==> config.mk <==
export PLATFORM = sky130hd
export DESIGN_NAME = if_inst_queue
export DESIGN_NICKNAME = d
export VERILOG_FILES = /design/src/rtl/if_inst_queue.sv
export SDC_FILE = /design/constraint.sdc
export NUM_CORES = 1
export LEC_CHECK = 0
export ABC_AREA = 1
export ABC_CLOCK_PERIOD_IN_PS = 4800
export BUFFER_PORTS_ARGS = -buffer_cell sky130_fd_sc_hd__buf_2
export CAP_MARGIN = 20
export CORE_UTILIZATION = 50
export DETAILED_ROUTE_END_ITERATION = 8
export GPL_TIMING_DRIVEN = 0
export PLACE_DENSITY = 0.67
export RECOVER_POWER = 25
export SYNTH_ARGS = -nofsm -noshare
export SYNTH_HDL_FRONTEND = slang
export SYNTH_SLANG_ARGS = --single-unit
export TNS_END_PERCENT = 100
==> constraint.sdc <==
create_clock -name clk -period 4.8 [get_ports clk]
set_input_delay 0.24 -clock clk [delete_from_list [all_inputs] [get_ports clk]]
set_output_delay 0.24 -clock clk [all_outputs]
set_load 0.005 [all_outputs]
==> src/rtl/if_inst_queue.sv <==
// Instruction fetch queue: circular FIFO of {pc, inst} pairs between fetch and decode.
// First-word fall-through from storage, redirect flush, NOP/0 on the outputs when empty.
module if_inst_queue #(
    parameter int          DEPTH = 4,
    parameter logic [31:0] NOP   = 32'h00000013
) (
    input  logic                     clk,
    input  logic                     rst,
    input  logic                     flush,
    input  logic                     in_valid,
    output logic                     in_ready,
    input  logic [31:0]              in_inst,
    input  logic [31:0]              in_pc,
    output logic                     out_valid,
    input  logic                     out_ready,
    output logic [31:0]              out_inst,
    output logic [31:0]              out_pc,
    output logic [$clog2(DEPTH):0]   count
);

    localparam int AW = $clog2(DEPTH);
    localparam int CW = AW + 1;

    logic [AW-1:0] wr_ptr_q, wr_ptr_d;
    logic [AW-1:0] rd_ptr_q, rd_ptr_d;
    logic [CW-1:0] count_q, count_d;

    logic [31:0] inst_mem_q [DEPTH];
    logic [31:0] pc_mem_q   [DEPTH];

    logic push;
    logic pop;

    // Full/empty come only from the registered count, so neither handshake
    // side ever depends combinationally on the other side's inputs.
    always_comb begin
        in_ready  = (count_q != CW'(DEPTH));
        out_valid = (count_q != '0);
        push      = in_valid && in_ready && !flush;
        pop       = out_valid && out_ready && !flush;
    end

    always_comb begin
        wr_ptr_d = wr_ptr_q;
        rd_ptr_d = rd_ptr_q;
        count_d  = count_q;
        if (flush) begin
            wr_ptr_d = '0;
            rd_ptr_d = '0;
            count_d  = '0;
        end else begin
            if (push) begin
                wr_ptr_d = wr_ptr_q + AW'(1);
            end
            if (pop) begin
                rd_ptr_d = rd_ptr_q + AW'(1);
            end
            if (push && !pop) begin
                count_d = count_q + CW'(1);
            end else if (pop && !push) begin
                count_d = count_q - CW'(1);
            end
        end
    end

    always_ff @(posedge clk) begin
        if (rst) begin
            wr_ptr_q <= '0;
            rd_ptr_q <= '0;
            count_q  <= '0;
        end else begin
            wr_ptr_q <= wr_ptr_d;
            rd_ptr_q <= rd_ptr_d;
            count_q  <= count_d;
        end
    end

    // Storage is never cleared; the output mux hides stale or unwritten entries.
    always_ff @(posedge clk) begin
        if (push) begin
            inst_mem_q[wr_ptr_q] <= in_inst;
            pc_mem_q[wr_ptr_q]   <= in_pc;
        end
    end

    always_comb begin
        out_inst = NOP;
        out_pc   = '0;
        if (out_valid) begin
            out_inst = inst_mem_q[rd_ptr_q];
            out_pc   = pc_mem_q[rd_ptr_q];
        end
    end

    assign count = count_q;

endmodule

# --- After elaboration in Yosys (flattened, before gate mapping) ---
# Memories as Yosys holds them, arrays and structs flattened. A register that Yosys moved wholly into a read port is not among the register bits.
# Cells that the tools add are included.
word_totals:
  word_cells: 32
  latchBits: 0
  ff_bits: 7
  mem_bits_rw: 256
  romBits: 0
  n_memories: 2
  input_bits: 69
classes:
  mux: 10
  n_bitwise: 0
  n_shift: 0
  n_div: 0
  order_cmp: 0
  eq_ne: 1
  reduce_logical: 12
  n_addsub: 4
  multipliers: 0
mem_list:
  columns: ["memory", "depth", "width", "read_ports", "rd_ports_with_merged_regs", "write_ports", "line_no", "rtl"]
  rows:
  - ["inst_mem_q", 4, 32, 1, 1, 1, "28", "logic [31:0] inst_mem_q [DEPTH];"]
  - ["pc_mem_q", 4, 32, 1, 1, 1, "29", "logic [31:0] pc_mem_q [DEPTH];"]
op_table:
  columns: ["operator", "n"]
  rows:
  - ["$mux W32", 2]
  - ["$mux W2", 4]
  - ["$logic_and A1 B1 Y1", 6]
  - ["$mux W3", 2]
  - ["$add A2 B1 Y2 const B", 2]
  - ["$add A3 B1 Y3 const B", 1]
  - ["$logic_not A1 Y1", 3]
  - ["$ne A3 B3 Y1 const B", 1]
  - ["$reduce_bool A3 Y1", 1]
  - ["$sub A3 B1 Y3 const B", 1]
  - ["$mux W1", 2]
  - ["$reduce_bool A2 Y1", 1]
  - ["$reduce_or A2 Y1", 1]

# --- Depth between registers and ports, before layout ---
logic_depth:
  word_depth: 7
  ltp_mapped: 13
  depth_no_buf: 13

# --- Worst setup path before layout ---
# OpenSTA, ideal clock, no wires.
synth_path:
  kind: "register to register"
  start: "register count_q[0], in the netlist count[0]"
  end: "memory inst_mem_q[0][0], enable pin"
  path_buffers: 0
  path_stages_with_launch: 5
  setup_slack_ps: 911
  period_less_slack_ps: 3889
  arrival_time_ps: 3402
  cell_sequence: "dfxtp_1 -> nor2_1 -> nand2_1 -> nand2_1 -> nor2_1"
synth_via:
  elab_chain_cells: 5
synth_rtl:
  columns: ["element", "line_no", "rtl"]
  rows:
  - ["start, declared", "26", "logic [CW-1:0] count_q, count_d;"]
  - ["start signal, assigned", "74", "count_q <= count_d;"]
  - ["$ne A3 B3 Y1", "37", "in_ready = (count_q != CW'(DEPTH));"]
  - ["named net in_ready", "11", "output logic in_ready,"]
  - ["$logic_and A1 B1 Y1 (2 in series)", "39", "push = in_valid && in_ready && !flush;"]
  - ["$mux W1", "80", "if (push) begin"]
  - ["$mux W1 (implied by the code)", "81", "inst_mem_q[wr_ptr_q] <= in_inst;"]
  - ["end, declared", "28", null]
# The timed path passes the listed nets, and every way through them passes these cells.

# --- Final worst setup path ---
layout_path:
  start: "register count_q[0], in the netlist count[0]"
  end: "memory inst_mem_q[3][16], enable pin"
layout_via:
  elab_chain_cells: 5
layout_rtl:
  columns: ["element", "line_no"]
  rows:
  - ["$ne A3 B3 Y1", "37"]
  - ["$logic_and A1 B1 Y1 (2 in series)", "39"]
  - ["$mux W1", "80"]
  - ["$mux W1 (implied by the code)", "81"]
# No other way between the ends.

==> flow_summary_export.csv <==
group,metric,value,unit
status,status,"finished, final reports clean",
clock_tree,h-tree-depth,1,
placed_design,preCtsSetupSlack,2.40,ns
grt,grt_pass1_vias,6867,
cells_and_area,fin_cells,1352,
setup_path,crit_required,5.02,ns
placed_design,dpl.hpwl,14100,um
grt,grt_max_degree,29,
route,wl_per_cell,17.5,um
sta,hold_viol,0,
setup_path,crit_type,"flop to flop",
setup_path,path_cells,"nor2_1, nand2_1, nand2_1, nor2_4, buf_16, buf_12",
yosys,syn_inst,827,
route,drt-vias-per-instance,5.14,
cells_and_area,area_delta_synth_final,25.0,%
clock_tree,cts_max_path_buffers,3,
cells_and_area,final_common_cell,"edfxtp_1",
yosys,syn-num-nets,902,
grt,antenna_found_initial,0,
yosys,yosys.area.top_type,"edfxtp_1",
sta,fin_crit,2.38,ns
cells_and_area,final_cell_mix,"edfxtp_1 (256), nor2_1 (255), o21ai_0 (120)",
sta,setup_ws,2.42,ns
placed_design,numPortBuffers,137,
power_and_ir_drop,irDropWorstVdd,0.000335,V
power_and_ir_drop,total_leakage_power,4.75,nW
sta,relSlewSlack,46.1,%
grt,grtUsageTotal,22.1,%
clock_tree,clock-sinks,265,
floorplanning,die_y,147,um
yosys,synth_top_area_share,73.6,%
cells_and_area,fillCellCount,1580,
clock_tree,cts-root-buf,"clkbuf_16",
setup_path,critPathLaunch,"count[0]",
placed_design,gp_congestion,0.758,
setup_path,arrival,2.60,ns
floorplanning,core-area,20400,um^2
grt,overflow,0,
floorplanning,fp.dieArea,21500,um^2
sta,clock_skew,0.0118,ns
setup_path,r2r_start,"count[0]",
sta,fin_tns_setup,0,ns
yosys,synth-seq-area-share,75.4,%
floorplanning,initial_core_util,51.3,%
route,drt_wl_total,23700,um
sta,clock.fmax,420,MHz
cells_and_area,drive_gt1_share,16.7,%
cells_and_area,post-route-util,64.1,%
setup_path,startpoint_type,"flop",
route,drtIter0Drc,497,
setup_path,cp_slowest_stage_delay,0.71,ns
setup_path,crit_path_top_delay_cell,"nor2_4",
sta,max_slew.worst_pin.slew,0.807,ns
hold_path,min_from,"flush",
grt,grt_pass1_wl,36400,um
route,drc_errors,0,
route,first_pass_iters,5,
yosys,ys_top_cells_by_area,"edfxtp_1 (74%), nor2_1 (9.3%), o21ai_0 (5.8%)",
sta,final-setup-viol-count,0,
route,postRouteAntennaNets,0,
yosys,yosys.cell_types.count,19,
floorplanning,rows,52,
clock_tree,cts_tree,"yes",
flow_run,cap_violations,0,
yosys,ys_ff_latch,265,
setup_path,critPathCaptureType,"flop",
setup_path,crit_fanout,26,
sta,drv_slew,0,
yosys,netlist_area,10400,um^2
sta,fin_crit_sh,49.6,%
floorplanning,die_w,147,um
yosys,yosysWarnings,0,
placed_design,dp.cells,1242,
clock_tree,clk_pin_slew,0.06,ns
sta,rsz0062_at_grt,"false",
power_and_ir_drop,powerDensity,367,nW/um^2
setup_path,cpMostUsedCell,"nand2_1",
yosys,postSynthAreaPerCell,12.6,um^2
floorplanning,io_pins,138,
cells_and_area,final_net_count,1140,
clock_tree,cts_buffers,26,
clock_tree,clkLatencyLatePin,0.53,ns
route,vias,6943,
hold_path,worst_hold_path_type,"input pin to flop",
cells_and_area,num_antenna_cells,0,
## path summary, 6_finish.rpt
kind | endpoint | slack (ns) | cells after the start
min reg2reg | flop | 0.51 | 2
max | inst_mem_q[3][16] | 2.42 | 6
max reg2reg | inst_mem_q[3][16] | 2.42 | 6
min | wr_ptr_q[1] | 0.03 | 4
## area by class of cell
| type | instances | area [um^2] | share of cell area, % |
|---|---|---|---|
| Timing Repair Buffer | 210 | 1460 | 11.2 |
| Inverter | 19 | 71.3 | 0.546 |
| Clock buffer | 34 | 702 | 5.38 |
| Tap cell | 270 | 338 | 2.59 |
| Multi-Input combinational cell | 496 | 2210 | 16.9 |
| Clock inverter | 11 | 85.1 | 0.652 |
| Sequential cell | 265 | 7870 | 60.3 |
| Buffer | 47 | 320 | 2.45 |
## critical path, delay by kind of cell (launching register included)
family | cells | cell delay [ns]
AND/OR/NAND/NOR | 4 | 1.17
buffers and inverters | 2 | 0.46
flip-flops | 1 | 0.42
## logic make-up (layout without fill, tap and decap cells)
logic type	Yosys count	after routing	share of synthesized area, %
buffers and inverters	66	321	3.75
adders and majority gates	6	6	0.791
AOI/OAI and AO/OA	196	196	9.40
xor gates and xnor gates	1	1	0.0839
and+or+nand+nor	293	293	10.6
DFF	265	265	75.4
## state kept, by name, indices dropped and copies added, names as in the netlist, named ones only
name	count
pc_mem_q	128
count	3
inst_mem_q	128
wr_ptr_q	2
rd_ptr_q	2
## per-stage QoR
| step | instance area, um^2 | total power [W] | hold WS, ns |
|---|---|---|---|
| detailed placement | 11700 | 0.00290 | 0.456 |
| global route | 13100 | 0.00494 | 0.0486 |
| floorplan | 10400 | 0.00276 | 0.339 |
| global placement | 11500 | 0.00289 | 0.453 |
| CTS | 13100 | 0.00482 | 0.0129 |
| finish | 13100 | 0.00478 | 0.0323 |
## report_power, final
| group | internal (W) | switching (W) |
|---|---|---|
| Sequential | 0.00258 | 0.0000103 |
| Combinational | 0.000127 | 0.000176 |
| Clock | 0.00108 | 0.000813 |
| Total | 0.00378 | 0.000999 |
## cells in the mapped netlist
library cell  count
nor2_1          259
nand3b_1          1
nand3_1           4
o21ai_0         120
o21ai_1           5
xor2_1            1
ha_1              5
buf_2            13
dfxtp_1           9
nand2_1          29
inv_1            15
buf_4             2
clkbuf_1         10
fa_1              1
inv_2             4
buf_1             6
edfxtp_1        256
a21oi_1          71
buf_6            16
## timing repair
item                                   4_1_cts  5_1_grt
gates resized for setup                      0        0
buffers inserted                             0        0
endpoints found under the hold margin      259        0
hold buffers                                65        0
## routing by layer
layer / GRT usage, % / share of wire (%)
met3: 3.78 / 6.4
met5: 0 / 0
met4: 5.94 / 1.5
met2: 38.6 / 49
met1: 28.6 / 43
Note: power is estimated with default switching activity, not from simulation.
